## config.mk

```make
export PLATFORM = sky130hd
export DESIGN_NAME = alu_flag_unit_flat
export DESIGN_NICKNAME = d
export VERILOG_FILES = /design/src/rtl/alu_flag_unit_if.sv /design/src/rtl/alu_flag_unit.sv /design/src/flat_wrapper.sv
export SDC_FILE = /design/constraint.sdc
export NUM_CORES = 1
export LEC_CHECK = 0
export ABC_AREA = 0
export CORE_MARGIN = 3
export CORE_UTILIZATION = 53
export DETAILED_ROUTE_END_ITERATION = 16
export PLACE_DENSITY = 0.8
export SLEW_MARGIN = 20
export SYNTH_ARGS = -nofsm -noshare
export SYNTH_HDL_FRONTEND = slang
export SYNTH_SLANG_ARGS = --single-unit
```

## constraint.sdc

```tcl
create_clock -name clk -period 4.45 [get_ports clk]
set_input_delay 0.445 -clock clk [delete_from_list [all_inputs] [get_ports clk]]
set_output_delay 0.445 -clock clk [all_outputs]
set_load 0.005 [all_outputs]
```

## src/rtl/alu_flag_unit_if.sv

```systemverilog
// Operand/result bundle between the compare stage and the subtract-and-flag engine.
// Latency: none, wires only.
// Backpressure: none; start is a request pulse, done marks the result.
interface alu_flag_unit_if #(
  parameter int WIDTH = 32
);
  logic             start;
  logic [WIDTH-1:0] a;
  logic [WIDTH-1:0] b;
  logic             busy;
  logic             done;
  logic [WIDTH-1:0] diff;
  logic             z;
  logic             n;
  logic             v;

  // Requester side: issues operands and consumes the result and flags.
  modport master (
    output start, a, b,
    input  busy, done, diff, z, n, v
  );

  // Engine side.
  modport slave (
    input  start, a, b,
    output busy, done, diff, z, n, v
  );
endinterface

```

## src/rtl/alu_flag_unit.sv

```systemverilog
// Multi-cycle a-b engine, CHUNK bits per cycle LSB first, producing diff and z/n/v flags.
// Latency: NCHUNK+1 cycles from accepted start to the one-cycle done pulse.
// Backpressure: start is accepted only in IDLE or DONE; start while busy is dropped.
module alu_flag_unit #(
  parameter int WIDTH = 32,
  parameter int CHUNK = 8
) (
  input  logic          clk,
  input  logic          reset_n,
  alu_flag_unit_if.slave bus
);
  localparam int NCHUNK = WIDTH / CHUNK;
  localparam int IW     = (NCHUNK > 1) ? $clog2(NCHUNK) : 1;
  localparam int BW     = $clog2(WIDTH) + 1;
  localparam logic [IW-1:0] LAST = IW'(NCHUNK - 1);

  typedef enum logic [1:0] {IDLE, RUN, DONE} state_t;

  state_t           state, state_nx;
  logic             load;

  // Latched operands; b is kept inverted so every slice is a plain add.
  logic [WIDTH-1:0] a_q, nb_q;
  // Working result, only copied to the outputs when the last slice lands.
  logic [WIDTH-1:0] acc_q, acc_nx;
  logic             carry_q, zero_q;
  logic [IW-1:0]    idx_q;

  logic [WIDTH-1:0] diff_q;
  logic             z_q, n_q, v_q;

  logic [BW-1:0]    base;
  logic [CHUNK:0]   sum;
  logic             last;
  logic             slice_zero;

  // Current slice add and the working result with that slice merged in.
  always_comb begin
    base       = BW'(idx_q) * BW'(CHUNK);
    sum        = {1'b0, a_q[base +: CHUNK]} + {1'b0, nb_q[base +: CHUNK]}
               + {{CHUNK{1'b0}}, carry_q};
    acc_nx     = acc_q;
    acc_nx[base +: CHUNK] = sum[CHUNK-1:0];
    slice_zero = (sum[CHUNK-1:0] == '0);
    last       = (idx_q == LAST);
  end

  // State register.
  always_ff @(posedge clk or negedge reset_n) begin
    if (!reset_n) state <= IDLE;
    else          state <= state_nx;
  end

  // Next-state and operand-load decision.
  always_comb begin
    state_nx = state;
    load     = 1'b0;
    case (state)
      IDLE: if (bus.start) begin
        load     = 1'b1;
        state_nx = RUN;
      end
      RUN: if (last) state_nx = DONE;
      DONE: begin
        if (bus.start) begin
          load     = 1'b1;
          state_nx = RUN;
        end else begin
          state_nx = IDLE;
        end
      end
      default: state_nx = IDLE;
    endcase
  end

  // Slice datapath; outputs are written only on the final slice (DONE entry).
  always_ff @(posedge clk or negedge reset_n) begin
    if (!reset_n) begin
      a_q     <= '0;
      nb_q    <= '0;
      acc_q   <= '0;
      carry_q <= 1'b0;
      zero_q  <= 1'b0;
      idx_q   <= '0;
      diff_q  <= '0;
      z_q     <= 1'b0;
      n_q     <= 1'b0;
      v_q     <= 1'b0;
    end else if (load) begin
      a_q     <= bus.a;
      nb_q    <= ~bus.b;
      carry_q <= 1'b1;
      zero_q  <= 1'b1;
      idx_q   <= '0;
    end else if (state == RUN) begin
      acc_q   <= acc_nx;
      carry_q <= sum[CHUNK];
      zero_q  <= zero_q & slice_zero;
      idx_q   <= last ? '0 : idx_q + 1'b1;
      if (last) begin
        diff_q <= acc_nx;
        n_q    <= sum[CHUNK-1];
        z_q    <= zero_q & slice_zero;
        // Operand signs differ (a sign equals inverted-b sign) and result sign flipped from a.
        v_q    <= (a_q[WIDTH-1] == nb_q[WIDTH-1]) & (sum[CHUNK-1] != a_q[WIDTH-1]);
      end
    end
  end

  assign bus.busy = (state == RUN);
  assign bus.done = (state == DONE);
  assign bus.diff = diff_q;
  assign bus.z    = z_q;
  assign bus.n    = n_q;
  assign bus.v    = v_q;
endmodule

```

## src/flat_wrapper.sv

```systemverilog
// flat-port wrapper written by rule: the top's interface ports become plain ports
module alu_flag_unit_flat 
#(
  parameter int WIDTH = 32,
  parameter int CHUNK = 8
)
  (clk, reset_n, bus_start, bus_a, bus_b, bus_busy, bus_done, bus_diff, bus_z, bus_n, bus_v);
  alu_flag_unit_if #(.WIDTH(WIDTH)) bus_i ();
  input  logic clk;
  input  logic reset_n;
  input wire logic [$bits(bus_i.start)-1:0] bus_start;
  input wire logic [$bits(bus_i.a)-1:0] bus_a;
  input wire logic [$bits(bus_i.b)-1:0] bus_b;
  output wire logic [$bits(bus_i.busy)-1:0] bus_busy;
  output wire logic [$bits(bus_i.done)-1:0] bus_done;
  output wire logic [$bits(bus_i.diff)-1:0] bus_diff;
  output wire logic [$bits(bus_i.z)-1:0] bus_z;
  output wire logic [$bits(bus_i.n)-1:0] bus_n;
  output wire logic [$bits(bus_i.v)-1:0] bus_v;
  assign bus_i.start = bus_start;
  assign bus_i.a = bus_a;
  assign bus_i.b = bus_b;
  assign bus_busy = bus_i.busy;
  assign bus_done = bus_i.done;
  assign bus_diff = bus_i.diff;
  assign bus_z = bus_i.z;
  assign bus_n = bus_i.n;
  assign bus_v = bus_i.v;
  alu_flag_unit #(.WIDTH(WIDTH), .CHUNK(CHUNK)) u_core (.clk(clk), .reset_n(reset_n), .bus(bus_i));
endmodule
```

==> impl_metrics.ini, run 1 <==
[clocking]
max-clock-path-buffers = 2
hold_buffers = 0
clkSinkCount = 137
clkSlewWorstSetupHoldPaths_ps = 60
insertion_delay_ps = 420
htree_levels = 4
cts_buffers = 17
cts_resized = 0
cts_root_buf = clkbuf_16
cts_setup_buffers = 0
tritoncts = yes

[worst_setup_path]
r2r-end = u_core.bus.diff[6]
rr_startpoint = u_core.idx_q[0]
required_ps = 4780
cp-endpoint = u_core.bus.diff[6]
critPathLaunchType = register
arrival_ps = 4420
r2r_cells = 10
cp-startpoint = u_core.idx_q[0]
endpoint_kind = register
reg2reg_slack_ps = 360
cp_max_fo = 14
setup.worst_path.class = register to register

[synthesis]
synth_commonest_cells = nand2_1, dfrtp_1, o21ai_0
syn_area_um2 = 6110
synth_area_leaders = dfrtp_1, nand2_1, mux4_2, o21ai_0, a22o_1
synth-seq-cells = 137
ys.flop_type = dfrtp_1
synth_compound_area_frac = 0.166
syn_nets = 656
yosysMostFrequentCell = nand2_1
muxShareOfSynthArea = 0.0625
synth_adder_area_share = 0.0332
ys_async_sr_fraction = 1.00
synth_xor_area_frac = 0.00430
yosysWarnings = 0
synth_top_family_by_area = compound AO/OA/AOI/OAI gates
synth_edf_count = 0
synthSimpleGateAreaFrac = 0.140
yosysSeqAreaShare = 0.561
synth_top_area_cell = dfrtp_1
synth_top_cell_area_share = 0.561
netlist_instances = 574
yosysUniqueCellTypes = 43
syn_avg_cell_area_um2 = 10.6

[placed_design]
place.gp.congestion = 0.832
io_buffers = 103
post-dp-hpwl_um = 10200

[timing]
finalSetupViolCount = 0
worst_slew_pin_slew_ps = 1020
max_slew_margin = 0.312
drv_slew = 0
setup_tns_ps = 0
hold_viol_final = 0
fin_crit_ps = 4090
rsz0062_at_grt = no
clock_skew_ps = 8.10
min_period_over_period = 0.919
max_freq_ghz = 0.245

[pwr]
p_leak_nw = 3.54
power_switching_share = 0.422
power_frac_comb = 0.479
p_per_area_nw_per_um2 = 876
power.internal_mw = 3.98
pwr-share-clk = 0.220
pwr-share-seq = 0.301
p_sw_mw = 2.90
ir_drop_v = 0.000426

[flow_run]
drv_cap = 0

[global_route]
grt_usage = 0.251
grt_pass1_wl_um = 25200
antenna_found_initial = 0
overflow = 0
grt_start_max_net_pins = 100
grt_pass1_vias = 5010

[outcome]
status = finished, final reports clean

[die]
die_x_um = 113
chipHeight_um = 113
rows = 38
start_util = 0.554
io_pins = 104
die_area_um2 = 12800
core_um2 = 11000

[final_layout]
utilization = 0.713
syn2layout_area_growth_pct = 28.8
num_antenna_cells = 0
fin_nets = 754
seq_area_um2 = 3430
drive_gt1_frac = 0.101
fillers = 796
multiInputGateArea_um2 = 2490

[drt]
wl_per_cell_um = 18.1
vias_per_cell = 5.80
drcViolationCount = 0
vias = 4783
drt_wl_total_um = 15000
ant_nets = 0
firstDrtPassIters = 5
drt_iter0_drc = 387

[hold_path]
hold_class = input pin to asynchronous set/reset pin
sequential cells by signal, indices dropped and copies added, names as in the netlist:
register and flops:
u_core.bus.n 1, u_core.nb_q 32, u_core.zero_q 1, u_core.carry_q 1, u_core.state 2, u_core.bus.v 1, u_core.bus.z 1, u_core.idx_q 2
u_core.acc_q 32, u_core.a_q 32, u_core.bus.diff 32
power by group through the flow:
stage / clock network, mW / registers (mW) / logic (mW)
final: 1.52 / 2.07 / 3.30
after CTS: 1.52 / 2.07 / 3.29
after detailed placement: 0 / 2.08 / 3.25
after floorplan: 0 / 1.96 / 2.30
after global placement: 0 / 2.05 / 3.15
after global routing: 1.59 / 2.14 / 3.63
area by class of cell:
| class | instances | share of cell area |
|---|---|---|
| Inverter | 12 | 0.00573 |
| Clock buffer | 19 | 0.0563 |
| Clock inverter | 13 | 0.0242 |
| Timing Repair Buffer | 111 | 0.139 |
| Sequential cell | 137 | 0.436 |
| Tap cell | 140 | 0.0223 |
| Multi-Input combinational cell | 393 | 0.317 |
cell usage in the layout (no fill, tap or decap), types with 2 or more instances in the layout:
master,count
buf_4,8
nand2b_1,4
fa_1,2
o21ai_1,3
xnor2_1,3
nor4_1,2
o31ai_1,3
and2_1,3
inv_1,9
a21oi_1,7
dfrtp_1,137
ha_1,13
a221oi_1,2
nor2b_1,3
nor3_1,5
bufinv_16,4
a22o_2,4
clkinv_4,2
inv_6,4
clkbuf_16,17
clkinv_1,3
a22oi_1,30
o21ai_0,65
a211oi_2,2
nor2_1,8
a22o_1,28
clkdlybuf4s50_1,102
nand2_1,171
mux4_2,16
clkinv_2,2
logic make-up (layout without fill, tap and decap cells):
group / Yosys count / count (layout)
DFF: 137 / 137
adders and majority gates: 15 / 15
muxes: 18 / 18
and+or+nand+nor: 206 / 206
AOI/OAI and AO/OA: 151 / 151
xor gates and xnor gates: 3 / 3
buffers and inverters: 44 / 155
critical path, stage by stage, from the launching register on:
cell      delay (ps)
dfrtp_1          900
mux4_2           630
fa_1             450
inv_1            100
fa_1             200
nor2b_1           70
o31ai_1          440
a21oi_1          190
a211oi_2         630
a22oi_1          200
o21ai_0          190
per-stage QoR:
| step | power, mW | instances | hold slack, ps | instance area (um^2) | worst slack (ps) |
|---|---|---|---|---|---|
| floorplan | 4.26 | 574 | 149 | 6110 | 1090 |
| global placement | 5.20 | 793 | 454 | 7230 | 583 |
| detailed placement | 5.33 | 793 | 463 | 7230 | 397 |
| global route | 7.36 | 825 | 215 | 7860 | 61.7 |
| CTS | 6.89 | 825 | 170 | 7860 | 297 |
| finish | 6.89 | 825 | 96.8 | 7860 | 362 |
per-layer routing:
layer	track usage	share of wire
met1	0.334	0.42
met2	0.414	0.49
met3	0.0481	0.070
met4	0.0913	0.018
met5	0	0
worst min path at each step:
stage              startpoint                  to  slack (ps)  cells after the start
6_report              reset_n  u_core.bus.diff[3]         100                      1
5_1_grt               reset_n  u_core.bus.diff[3]         210                      1
4_1_cts               reset_n  u_core.bus.diff[5]         170                      1
3_5_place_dp   u_core.a_q[26]      u_core.a_q[26]         460                      2
3_3_place_gp   u_core.a_q[22]      u_core.a_q[22]         450                      2
2_1_floorplan         reset_n       u_core.a_q[0]         150                      0
(Power assumes the default switching activity.)
==> run 2: changes to the inputs <==
--- a/config.mk
+++ b/config.mk
@@ -7,9 +7,10 @@
 export LEC_CHECK = 0
 export ABC_AREA = 0
 export CORE_MARGIN = 3
-export CORE_UTILIZATION = 53
+export CORE_UTILIZATION = 55
+export CTS_BUF_LIST = sky130_fd_sc_hd__clkbuf_8
 export DETAILED_ROUTE_END_ITERATION = 16
-export PLACE_DENSITY = 0.8
+export PLACE_DENSITY = 0.93
 export SLEW_MARGIN = 20
 export SYNTH_ARGS = -nofsm -noshare
 export SYNTH_HDL_FRONTEND = slang
==> impl_metrics.ini, run 2 (synthesis gave the netlist of run 1 again) <==
[global_route]
grt_start_max_net_pins = 68
grt_pass1_wl_um = 26000
antenna_found_initial = 0
overflow = 0
grt_usage = 0.265
grt_pass1_vias = 5187

[drt]
wl_per_cell_um = 19.1
drcViolationCount = 0
drt_iter0_drc = 335
drt_wl_total_um = 15700
firstDrtPassIters = 5
vias_per_cell = 6.06
vias = 4984
ant_nets = 0

[pwr]
p_per_area_nw_per_um2 = 880
p_leak_nw = 3.48
ir_drop_v = 0.000531
power_switching_share = 0.447
p_sw_mw = 3.03
power_frac_comb = 0.513
power.internal_mw = 3.75
pwr-share-seq = 0.309
pwr-share-clk = 0.178

[timing]
rsz0062_at_grt = no
finalSetupViolCount = 0
min_period_over_period = 0.916
setup_tns_ps = 0
drv_slew = 0
worst_slew_pin_slew_ps = 1110
fin_crit_ps = 4080
max_freq_ghz = 0.245
hold_viol_final = 0
clock_skew_ps = 20.5
max_slew_margin = 0.253

[worst_setup_path]
required_ps = 4790
crit_top_cell = fa_1
slowest_stage = dfrtp_1
cp_max_fo = 13
crit_chain = mux4_2 > fa_1 > inv_1 > fa_1 > nor2b_1 > o31ai_1 > a21oi_1 > a211oi_2 > buf_4 > a22oi_1 > o21ai_0
reg2reg_slack_ps = 370
rr_startpoint = u_core.idx_q[0]
critPathLaunchType = register
max_stage_delay_ps = 860
arrival_ps = 4420
endpoint_kind = register
setup.worst_path.class = register to register
r2r_cells = 11
r2r-end = u_core.bus.diff[14]

[clocking]
htree_levels = 4
tritoncts = yes
cts_root_buf = clkbuf_8
clkSlewWorstSetupHoldPaths_ps = 80
hold_buffers = 0
clkSinkCount = 137
cts_setup_buffers = 0
insertion_delay_ps = 440
max-clock-path-buffers = 2
cts_buffers = 17
cts_resized = 0

[final_layout]
num_antenna_cells = 0
seq_area_um2 = 3430
fin_nets = 755
fillers = 699
multiInputGateArea_um2 = 2500
drive_gt1_frac = 0.103
utilization = 0.730
final_cell_mix = nand2_1, dfrtp_1, clkdlybuf4s50_1, o21ai_0, a22oi_1
final_common_cell = nand2_1
syn2layout_area_growth_pct = 26.2

[die]
start_util = 0.579
chipHeight_um = 111
io_pins = 104
core_um2 = 10600
die_x_um = 111
rows = 37
die_area_um2 = 12400

[placed_design]
post-dp-hpwl_um = 10600
io_buffers = 103
place.gp.congestion = 0.972

[flow_run]
drv_cap = 0

[outcome]
status = finished, final reports clean

[hold_path]
hold_class = input pin to asynchronous set/reset pin
==> run 2: cell count changes in the layout (fill, tap and decap cells not counted), sizes merged <==
cell      before  now
clkinv         7    5
clkinvlp       1    0
bufinv         4    5
buf            9   10
inv           13   17
clkbuf        19   17
==> run 2: how the worst max path moves through the flow <==
| stage | from | to | cells past startpoint |
|---|---|---|---|
| 2_1_floorplan | u_core.idx_q[0] | u_core.zero_q | 11 |
| 3_3_place_gp | u_core.idx_q[0] | u_core.bus.diff[14] | 11 |
| 6_report | u_core.idx_q[0] | u_core.bus.diff[14] | 11 |
| 4_1_cts | u_core.idx_q[0] | u_core.bus.diff[14] | 11 |
| 3_5_place_dp | u_core.idx_q[0] | u_core.bus.diff[14] | 11 |
| 5_1_grt | u_core.idx_q[0] | u_core.bus.diff[14] | 11 |
==> run 2: power groups by stage <==
stage / sequential [mW] / combinational [mW] / clock, mW
2_1_floorplan: 1.96 / 2.30 / 0
5_1_grt: 2.14 / 3.75 / 1.28
4_1_cts: 2.08 / 3.39 / 1.22
6_report: 2.09 / 3.48 / 1.21
3_5_place_dp: 2.09 / 3.34 / 0
3_3_place_gp: 2.05 / 3.13 / 0
==> run 2: cell type report <==
class | instances | share of cell area
clock buffer | 17 | 0.0304
timing repair buffer | 112 | 0.142
multi-input combinational | 393 | 0.324
tap | 136 | 0.0221
clock inverter | 15 | 0.0307
sequential | 137 | 0.445
inverter | 12 | 0.00584
==> run 2: routing by layer <==
layer	share of wire	track usage	routed length, um	vias up
met2	0.51	0.437	7920	292
met5	0	0	0	-
li1	-	-	-	2218
met3	0.077	0.0560	1210	50
met1	0.39	0.338	6080	2424
met4	0.029	0.123	460	0
==> run 2: critical path, delay by kind of cell, from the launching register on <==
family          cells  cell delay [ps]
compound gates      5             1460
fa+ha+maj           2              660
buf+inv             2              320
flops               1              860
mux                 1              620
simple gates        1               70
==> run 2: stage by stage <==
step / hold slack (ps) / setup WS (ps) / total power, mW / area, um^2 / instances
finish: 59.7 / 372 / 6.78 / 7710 / 822
global route: 88.2 / 143 / 7.18 / 7710 / 822
CTS: 59.2 / 383 / 6.69 / 7690 / 822
detailed placement: 465 / 488 / 5.43 / 7220 / 790
global placement: 455 / 711 / 5.18 / 7220 / 790
floorplan: 149 / 1090 / 4.26 / 6110 / 574
==> run 3: changes to the inputs <==
--- a/config.mk
+++ b/config.mk
@@ -10,7 +10,8 @@
 export CORE_UTILIZATION = 55
 export CTS_BUF_LIST = sky130_fd_sc_hd__clkbuf_8
 export DETAILED_ROUTE_END_ITERATION = 16
-export PLACE_DENSITY = 0.93
+export PLACE_DENSITY = 0.92
+export RECOVER_POWER = 25
 export SLEW_MARGIN = 20
 export SYNTH_ARGS = -nofsm -noshare
 export SYNTH_HDL_FRONTEND = slang
==> constraint.sdc (replaced) <==
create_clock -name clk -period 4 [get_ports clk]
set_input_delay 0.4 -clock clk [delete_from_list [all_inputs] [get_ports clk]]
set_output_delay 0.4 -clock clk [all_outputs]
set_load 0.005 [all_outputs]
==> impl_metrics.ini, run 3 (synthesis gave the netlist of run 1 again) <==
[outcome]
status = finished with violations
violations = max-capacitance violations, max-slew violations

[clocking]
cts_resized = 0
tritoncts = yes
cts_root_buf = clkbuf_8
clkSinkCount = 137
htree_levels = 4
clkSlewWorstSetupHoldPaths_ps = 70
max-clock-path-buffers = 2
cts_setup_buffers = 0
hold_buffers = 0
cts_buffers = 17
insertion_delay_ps = 450

[final_layout]
fin_nets = 764
final_cell_mix = nand2_1, dfrtp_1, clkdlybuf4s50_1, o21ai_0, a22oi_1
syn2layout_area_growth_pct = 25.5
drive_gt1_frac = 0.111
final_common_cell = nand2_1
fillers = 733
design_area_um2 = 7660
num_antenna_cells = 0

[drt]
wl_per_cell_um = 17.1
vias = 4811
firstDrtPassIters = 5
drcViolationCount = 0
vias_per_cell = 5.79
ant_nets = 0
drt_wl_total_um = 14200
drt_iter0_drc = 250

[global_route]
overflow = 0
grt_pass1_vias = 4760
grt_pass1_wl_um = 23500
grt_usage = 0.238
antenna_found_initial = 0
grt_start_max_net_pins = 75

[worst_setup_path]
setup.worst_path.class = register to register
crit_top_cell = buf_4
slowest_stage = or4b_1
cp-startpoint = u_core.idx_q[0]
critPathBufInv = 2
rr_startpoint = u_core.idx_q[0]
max_stage_delay_ps = 560
critPathTopFamily = simple AND/OR/NAND/NOR gates
endpoint_kind = register
crit_chain = buf_4 > buf_4 > mux4_2 > ha_1 > o21ai_1 > nor4b_1 > a211oi_2 > nand2_1 > or4b_1 > a21oi_1
r2r_cells = 10
arrival_ps = 3890
cp_max_fo = 11
critPathLaunchType = register
reg2reg_slack_ps = 490
r2r-end = u_core.zero_q
required_ps = 4380

[timing]
max_slew_margin = -0.149
drv_slew = 74
clock_skew_ps = 9.59
rsz0062_at_grt = no
setup_tns_ps = 0
worst_slew_pin_slew_ps = 1720
fin_crit_ps = 3510
min_period_over_period = 0.877
finalSetupViolCount = 0
max_freq_ghz = 0.285
hold_viol_final = 0
fin_ws_ps = 492

[die]
io_pins = 104
chipHeight_um = 111
start_util = 0.579
die_x_um = 111
die_area_um2 = 12400
rows = 37
core_um2 = 10600

[pwr]
ir_drop_v = 0.000781
p_per_area_nw_per_um2 = 959
total_power_mw = 7.35
p_leak_nw = 3.47

[placed_design]
post_dp_cell_area_um2 = 7290
post-dp-hpwl_um = 10100
place.gp.congestion = 0.826
dp_slack_ps = 502
io_buffers = 103

[flow_run]
drv_cap = 1

[hold_path]
hold_class = input pin to asynchronous set/reset pin
run 3: cell count changes in the layout (fill, tap and decap cells not counted), sizes merged:
cell | before | now
inv | 17 | 13
clkinvlp | 0 | 3
clkbuf | 17 | 20
bufinv | 5 | 1
clkinv | 5 | 9
buf | 10 | 17
run 3: how the worst max path moves through the flow:
| stage | depth (start not counted) | slack, ps | to |
|---|---|---|---|
| final | 10 | 490 | u_core.zero_q |
| after global routing | 10 | 250 | u_core.zero_q |
| after CTS | 10 | 480 | u_core.zero_q |
| after detailed placement | 10 | 500 | u_core.zero_q |
| after global placement | 10 | 570 | u_core.zero_q |
| after floorplan | 11 | 640 | u_core.zero_q |
run 3: area by class of cell:
class                           count  area [um^2]  share of cell area
Sequential cell                   137         3430               0.447
Multi-Input combinational cell    393         2490               0.325
Timing Repair Buffer              121         1160               0.151
Clock buffer                       18          248              0.0323
Tap cell                          136          170              0.0222
Clock inverter                     14          124              0.0162
Inverter                           12         45.0             0.00588
run 3: metrics by stage:
stage          hold WS, ps  std cells   util
2_1_floorplan          104        574      -
3_3_place_gp           453        799  0.691
3_5_place_dp           462        799  0.691
4_1_cts               86.4        831  0.726
5_1_grt                456        831  0.726
6_report               408        831  0.726
run 3: power breakdown:
part / internal (mW) / leakage, nW / switching (mW)
logic: 1.70 / 1.50 / 2.33
clock network: 0.509 / 0.187 / 0.552
registers: 1.93 / 1.78 / 0.336
run 3: routing by layer:
| metal | GRT usage | wire, um | vias up | part of all wire |
|---|---|---|---|---|
| met5 | 0 | 0 | - | 0 |
| met4 | 0.0925 | 298 | 0 | 0.021 |
| met3 | 0.0647 | 967 | 29 | 0.068 |
| met2 | 0.373 | 6910 | 203 | 0.49 |
| met1 | 0.320 | 6040 | 2350 | 0.42 |
| li1 | - | - | 2229 | - |
